--- config.mk ---
export PLATFORM = sky130hd
export DESIGN_NAME = if_fetch_unit
export DESIGN_NICKNAME = d
export VERILOG_FILES = /design/src/rtl/if_fetch_unit.sv
export SDC_FILE = /design/constraint.sdc
export NUM_CORES = 1
export LEC_CHECK = 0
export ABC_AREA = 1
export CAP_MARGIN = 15
export CORE_MARGIN = 2
export CORE_UTILIZATION = 49
export CTS_CLUSTER_DIAMETER = 200
export DETAILED_ROUTE_END_ITERATION = 6
export PLACE_DENSITY = 0.86
export SLEW_MARGIN = 20
export SYNTH_ARGS = -nofsm -noshare
export SYNTH_HDL_FRONTEND = slang
export SYNTH_SLANG_ARGS = --single-unit
--- constraint.sdc ---
create_clock -name clk_i -period 2.1 [get_ports clk_i]
set_input_delay 0.42 -clock clk_i [delete_from_list [all_inputs] [get_ports clk_i]]
set_output_delay 0.42 -clock clk_i [all_outputs]
set_load 0.05 [all_outputs]
--- src/rtl/if_fetch_unit.sv ---
// Instruction-fetch stage: owns the PC, runs the imem req/ack handshake and feeds IF/ID.
// Redirects squash wrong-path data. A stall that arrives with an ack parks the word in a one-entry buffer.
//
// state    | meaning
// ---------+----------------------------------------------------------------
// ST_FETCH | request outstanding at PC; deliver on ack
// ST_DROP  | redirected while waiting; keep old request up and discard its data
// ST_HOLD  | fetched word buffered behind a stall; no request issued
module if_fetch_unit #(
   parameter logic [31:0] RESET_PC = 32'h0000_0000
) (
   input  logic        clk_i,
   input  logic        rst_i,
   input  logic        stall_i,
   input  logic        branch_i,
   input  logic [31:0] branch_addr_i,
   input  logic        jump_i,
   input  logic [31:0] jump_addr_i,
   output logic        imem_req_o,
   output logic [31:0] imem_addr_o,
   input  logic        imem_ack_i,
   input  logic [31:0] imem_data_i,
   output logic [31:0] pc4addr_o,
   output logic [31:0] instr_o,
   output logic        instr_valid_o,
   output logic        flush_o
);

   typedef enum logic [1:0] {
      ST_FETCH = 2'd0,
      ST_DROP  = 2'd1,
      ST_HOLD  = 2'd2
   } state_t;

   state_t      state_q, state_d;
   logic [31:0] pc_q, pc_d;
   logic [31:0] drop_addr_q, drop_addr_d;
   logic [31:0] buf_instr_q, buf_instr_d;
   logic [31:0] buf_pc4_q, buf_pc4_d;

   logic        redirect;
   logic [31:0] target;
   logic [31:0] pc_plus4;

   assign redirect = jump_i | branch_i;
   assign target   = jump_i ? jump_addr_i : branch_addr_i;
   assign pc_plus4 = pc_q + 32'd4;

   always_ff @(posedge clk_i) begin
      if (rst_i) begin
         state_q     <= ST_FETCH;
         pc_q        <= RESET_PC;
         drop_addr_q <= RESET_PC;
         buf_instr_q <= 32'h0;
         buf_pc4_q   <= 32'h0;
      end else begin
         state_q     <= state_d;
         pc_q        <= pc_d;
         drop_addr_q <= drop_addr_d;
         buf_instr_q <= buf_instr_d;
         buf_pc4_q   <= buf_pc4_d;
      end
   end

   always_comb begin
      state_d       = state_q;
      pc_d          = pc_q;
      drop_addr_d   = drop_addr_q;
      buf_instr_d   = buf_instr_q;
      buf_pc4_d     = buf_pc4_q;
      imem_req_o    = 1'b0;
      imem_addr_o   = pc_q;
      instr_valid_o = 1'b0;
      instr_o       = 32'h0;
      pc4addr_o     = 32'h0;
      flush_o       = redirect & ~rst_i;

      case (state_q)
         ST_FETCH: begin
            imem_req_o  = 1'b1;
            imem_addr_o = pc_q;
            instr_o     = imem_data_i;
            pc4addr_o   = pc_plus4;
            if (redirect) begin
               pc_d = target;
               if (!imem_ack_i) begin
                  // the old request must stay on the bus until it is acked
                  drop_addr_d = pc_q;
                  state_d     = ST_DROP;
               end
            end else if (imem_ack_i) begin
               pc_d = pc_plus4;
               if (stall_i) begin
                  buf_instr_d = imem_data_i;
                  buf_pc4_d   = pc_plus4;
                  state_d     = ST_HOLD;
               end else begin
                  instr_valid_o = 1'b1;
               end
            end
         end
         ST_DROP: begin
            imem_req_o  = 1'b1;
            imem_addr_o = drop_addr_q;
            if (redirect) pc_d = target;
            if (imem_ack_i) state_d = ST_FETCH;
         end
         ST_HOLD: begin
            instr_o   = buf_instr_q;
            pc4addr_o = buf_pc4_q;
            if (redirect) begin
               pc_d    = target;
               state_d = ST_FETCH;
            end else if (!stall_i) begin
               instr_valid_o = 1'b1;
               state_d       = ST_FETCH;
            end
         end
         default: state_d = ST_FETCH;
      endcase

      if (rst_i) begin
         imem_req_o    = 1'b0;
         imem_addr_o   = RESET_PC;
         instr_valid_o = 1'b0;
         instr_o       = 32'h0;
         pc4addr_o     = 32'h0;
      end
   end

endmodule

==> impl_metrics.json, run 1 <==
{
  "io_pins": 201,
  "cts_max_level": 4,
  "cts_root_buf": "clkbuf_16",
  "grt_start_max_net_pins": 65,
  "synth.most_common_cell": "nand2_1",
  "error": "[ERROR GRT-0116] Global routing finished with congestion. Check the congestion regions in the DRC Viewer.",
  "groute.usage.overall_pct": 71.7,
  "grt_pass1_wl_um": 87900,
  "place_inst": 1602,
  "dpl-instance-area_um2": 11600,
  "cts.sinks": 130,
  "die_w_um": 127,
  "grt_overflow": 21,
  "failing_step": "global routing (5_1_grt)",
  "synth-async-reset-ratio_pct": 0,
  "cts_buffer_depth": 2,
  "portBuffers": 200,
  "rows": 45,
  "yosys_warnings": 0,
  "hpwl_um": 19100,
  "yosys.area.top_type": "dfxtp_1",
  "place_ws_ns": -0.143,
  "grt_pass1_vias": 14200,
  "ys.flop_type": "dfxtp_1",
  "die-height_um": 127,
  "avgSynthCellArea_um2": 6.22,
  "synth.distinct_cells": 35,
  "yosysSeqAreaShare_pct": 35.0,
  "gp_congestion": 0.951,
  "cts_buffers": 17,
  "status": "did not finish",
  "synth_cells": 1196,
  "synth-seq-cells": 130,
  "synth_common_cells": "392 x nand2_1, 224 x a21oi_1, 130 x dfxtp_1",
  "initial_core_util_pct": 49.5,
  "synth_edf_count": 0,
  "yosys-top-cells-area": "dfxtp_1 35%, nand2_1 20%, a21oi_1 15%",
  "cts_hold_buf": 0,
  "syn-cell-area_um2": 7440,
  "yosys.area.top_type_share_pct": 35.0,
  "syn_nets": 1302
}
## per-stage QoR
step | TNS (ns) | hold WS (ns)
global placement | -0.206 | 0.452
floorplan | -0.166 | 0.446
CTS | -20.32 | 0.391
detailed placement | -1.94 | 0.460
## cell families after synthesis
logic type	count (synthesis)	share of synthesized area (%)
AO/OA/AOI/OAI	377	26.4
XOR/XNOR	11	1.29
adder cells (fa/ha/maj)	4	0.673
buffers and inverters	169	9.05
flip-flops	130	35.0
multiplexers	2	0.269
AND/OR/NAND/NOR	503	27.4
## timing repair
item | CTS
buffers inserted | 62
resized for setup | 403
hold endpoints to repair | 0
endpoints found under the setup margin | 98
pin swaps | 123
gates cloned | 21
## layer usage
layer / global-route usage [%] / overflow
met1: 73.2 / 0
met2: 92.5 / 8
met3: 50.0 / 0
met4: 70.4 / 13
met5: 18.0 / 0
==> run 2: changes to the inputs <==
- CORE_UTILIZATION: 49 -> 40
- CTS_CLUSTER_DIAMETER: 200 -> unset
- PLACE_DENSITY: 0.86 -> unset
- PLACE_DENSITY_LB_ADDON: unset -> 0.15
==> run 2 against run 1 <==
- synthesized cell count did not move
- the flow now finishes, with violations (DRC, setup timing)
- area after synthesis did not move
==> impl_metrics.json, run 2 <==
{
  "critPathRequiredTime_ns": 1.68,
  "switching_share_pct": 45.3,
  "worstReg2RegStart": "state_q[1]",
  "dpl-instance-area_um2": 11800,
  "die_area_um2": 19700,
  "final_cell_mix": "285 x nand2_1, 126 x a21oi_1, 111 x dfxtp_1, 101 x buf_12, 99 x clkdlybuf4s50_1",
  "synth_cells": 1196,
  "final_common_cell": "nand2_1",
  "path_clk_slew_ns": 0.06,
  "synth-async-reset-ratio_pct": 0,
  "io_pins": 201,
  "cts_buffers": 17,
  "fin_hold_ws_ns": 0.420,
  "syn_nets": 1302,
  "place_ws_ns": -0.0754,
  "worstSetupPathType": "reg -> out",
  "synth_common_cells": "392 x nand2_1, 224 x a21oi_1, 130 x dfxtp_1",
  "antenna_found_initial": 2,
  "ir_worst_vdd_mv": 0.911,
  "clock_latency_ns": 0.45,
  "fin_crit_sh_pct": 136,
  "vias_per_cell": 6.20,
  "r2r_end": "pc_q[13]",
  "synth-seq-cells": 130,
  "final.min_clock_period_ns": 2.86,
  "yosys.area.top_type_share_pct": 35.0,
  "syn-cell-area_um2": 7440,
  "p_comb_share_pct": 62.4,
  "via_count": 10800,
  "portBuffers": 200,
  "finalPower_mw": 17.9,
  "groute.usage.overall_pct": 34.3,
  "violations": "DRC, setup timing",
  "grt_pass1_vias": 9929,
  "rrSetupSlack_ns": -0.19,
  "cts.sinks": 130,
  "hold_end": "state_q[1]",
  "finClkSkew_ns": 0.00982,
  "fin_ws_ns": -0.757,
  "max_freq_mhz": 350,
  "power_frac_seq_pct": 19.5,
  "core_region_area_um2": 18100,
  "setup-violations-final": 125,
  "crit_arrival_ns": 2.44,
  "finalHoldViolCount": 0,
  "ant_nets": 0,
  "finalMaxSlewViolations": 0,
  "dr.pass1.iters": 7,
  "die_w_um": 140,
  "r2r_cells": 11,
  "yosys-top-cells-area": "dfxtp_1 35%, nand2_1 20%, a21oi_1 15%",
  "die-height_um": 140,
  "drive_above_1_share_pct": 42.4,
  "grt_overflow": 0,
  "grt_start_max_net_pins": 46,
  "final_util_pct": 84.5,
  "rows": 49,
  "leakage_nw": 6.11,
  "cts_buffer_depth": 2,
  "yosys_warnings": 0,
  "cp-end-kind": "output port",
  "final_net_count": 1606,
  "cts_root_buf": "clkbuf_16",
  "yosysSeqAreaShare_pct": 35.0,
  "use_met1_pct": 42.2,
  "grt_pass1_wl_um": 53300,
  "tightest_slew_ns": 0.407,
  "yosys.area.top_type": "dfxtp_1",
  "wl_per_cell_um": 23.9,
  "use_met3_pct": 6.60,
  "cts_tree": "yes",
  "start_kind": "flip-flop",
  "hp-start": "jump_i",
  "critPathMaxFanout": 4,
  "synth_edf_count": 0,
  "avgSynthCellArea_um2": 6.22,
  "cap_violations": 0,
  "drt-total-wl_um": 41600,
  "grt_busiest_layer": "met2",
  "max_slew_margin_pct": 72.8,
  "clkPwrFrac_pct": 18.1,
  "gp_congestion": 0.932,
  "ys.flop_type": "dfxtp_1",
  "hold_depth": 4,
  "status": "finished with violations",
  "synth.most_common_cell": "nand2_1",
  "initial_core_util_pct": 41.1,
  "drt_iter0_drc": 1558,
  "cts_max_level": 4,
  "finish.instance_area_um2": 15300,
  "switching_power_mw": 8.10,
  "drcViolationCount": 20,
  "rsz0062_at_grt": "yes",
  "powerDensity_nw_per_um2": 1170,
  "gr-usage-met2_pct": 57.5,
  "areaGrowthSynthToFinish_pct": 105,
  "hpwl_um": 19000,
  "p_int_mw": 9.77,
  "hp-class": "in -> reg",
  "synth.distinct_cells": 35
}
==> run 2: how the worst max path moves through the flow <==
stage	from	to	slack (ns)	cells past startpoint
after global placement	pc_q[2]	pc4addr_o[26]	-0.04	10
after CTS	pc_q[2]	pc4addr_o[12]	-0.38	10
after detailed placement	pc_q[2]	pc4addr_o[22]	-0.08	8
after global routing	pc_q[3]	pc4addr_o[12]	-0.68	10
final	pc_q[18]	pc4addr_o[31]	-0.76	9
after floorplan	state_q[0]	instr_o[15]	-0.11	7
==> run 2: critical path, stage by stage, from the launching register on <==
cell and delay, ns:
dfxtp_1 0.44, nand2_1 0.16, nor2_1 0.24, nand2_1 0.13
nor2_1 0.33, nand2_2 0.12, nand2_2 0.13, nand3_2 0.09
a21oi_2 0.16, buf_6 0.18
==> run 2: logic make-up after synthesis <==
family	count (synthesis)	synth area share, %
muxes	2	0.269
xor gates and xnor gates	11	1.29
adders and majority gates	4	0.673
DFF	130	35.0
AOI/OAI and AO/OA	377	26.4
buffers and inverters	169	9.05
and+or+nand+nor	503	27.4
==> run 2: power by group through the flow <==
| stage | Clock (mW) | Sequential (mW) | Combinational (mW) |
|---|---|---|---|
| final | 3.24 | 3.48 | 11.1 |
| after global routing | 3.31 | 3.48 | 11.4 |
| after CTS | 3.17 | 3.34 | 9.63 |
| after detailed placement | 0 | 3.29 | 7.27 |
| after global placement | 0 | 3.27 | 7.19 |
| after floorplan | 0 | 3.26 | 4.07 |
==> run 2: area by class of cell <==
class	instances	area [um^2]
diodes	1	2.50
clock buffers	21	470
clock inverters	11	153
fillers	791	2800
inverters	85	327
multi-input cells	897	6560
flip-flops and latches	130	2640
well taps	229	287
repair buffers	369	4850
==> run 2: metrics by stage <==
stage          setup TNS (ns)  instances
2_1_floorplan          -0.166       1196
3_3_place_gp           -0.103       1637
3_5_place_dp           -0.437       1637
4_1_cts                -14.10       1727
5_1_grt                -27.74       1742
6_report               -24.51       1743
==> run 2: layer usage <==
layer,wire (um),up-vias
met5,0,-
met4,3050,0
met3,4720,337
met2,19500,930
met1,14300,5033
li1,-,4510
==> run 2: repair_timing <==
action,in CTS,in global routing
pin swaps,122,88
buffers inserted,43,22
setup endpoints to repair,98,142
hold buffers,0,0
gates cloned,18,4
gates resized for setup,358,167
Power figures use the tool's default switching activity.
==> run 3: changes to the inputs <==
- CTS_CLUSTER_SIZE: unset -> 20
==> results of run 3 <==
The final DEF is identical to that of run 2; final timing and power are the same.
==> run 4: changes to the inputs <==
- ABC_CLOCK_PERIOD_IN_PS: unset -> 2100
==> results of run 4 <==
The final DEF is identical to that of run 2; final timing and power are the same.
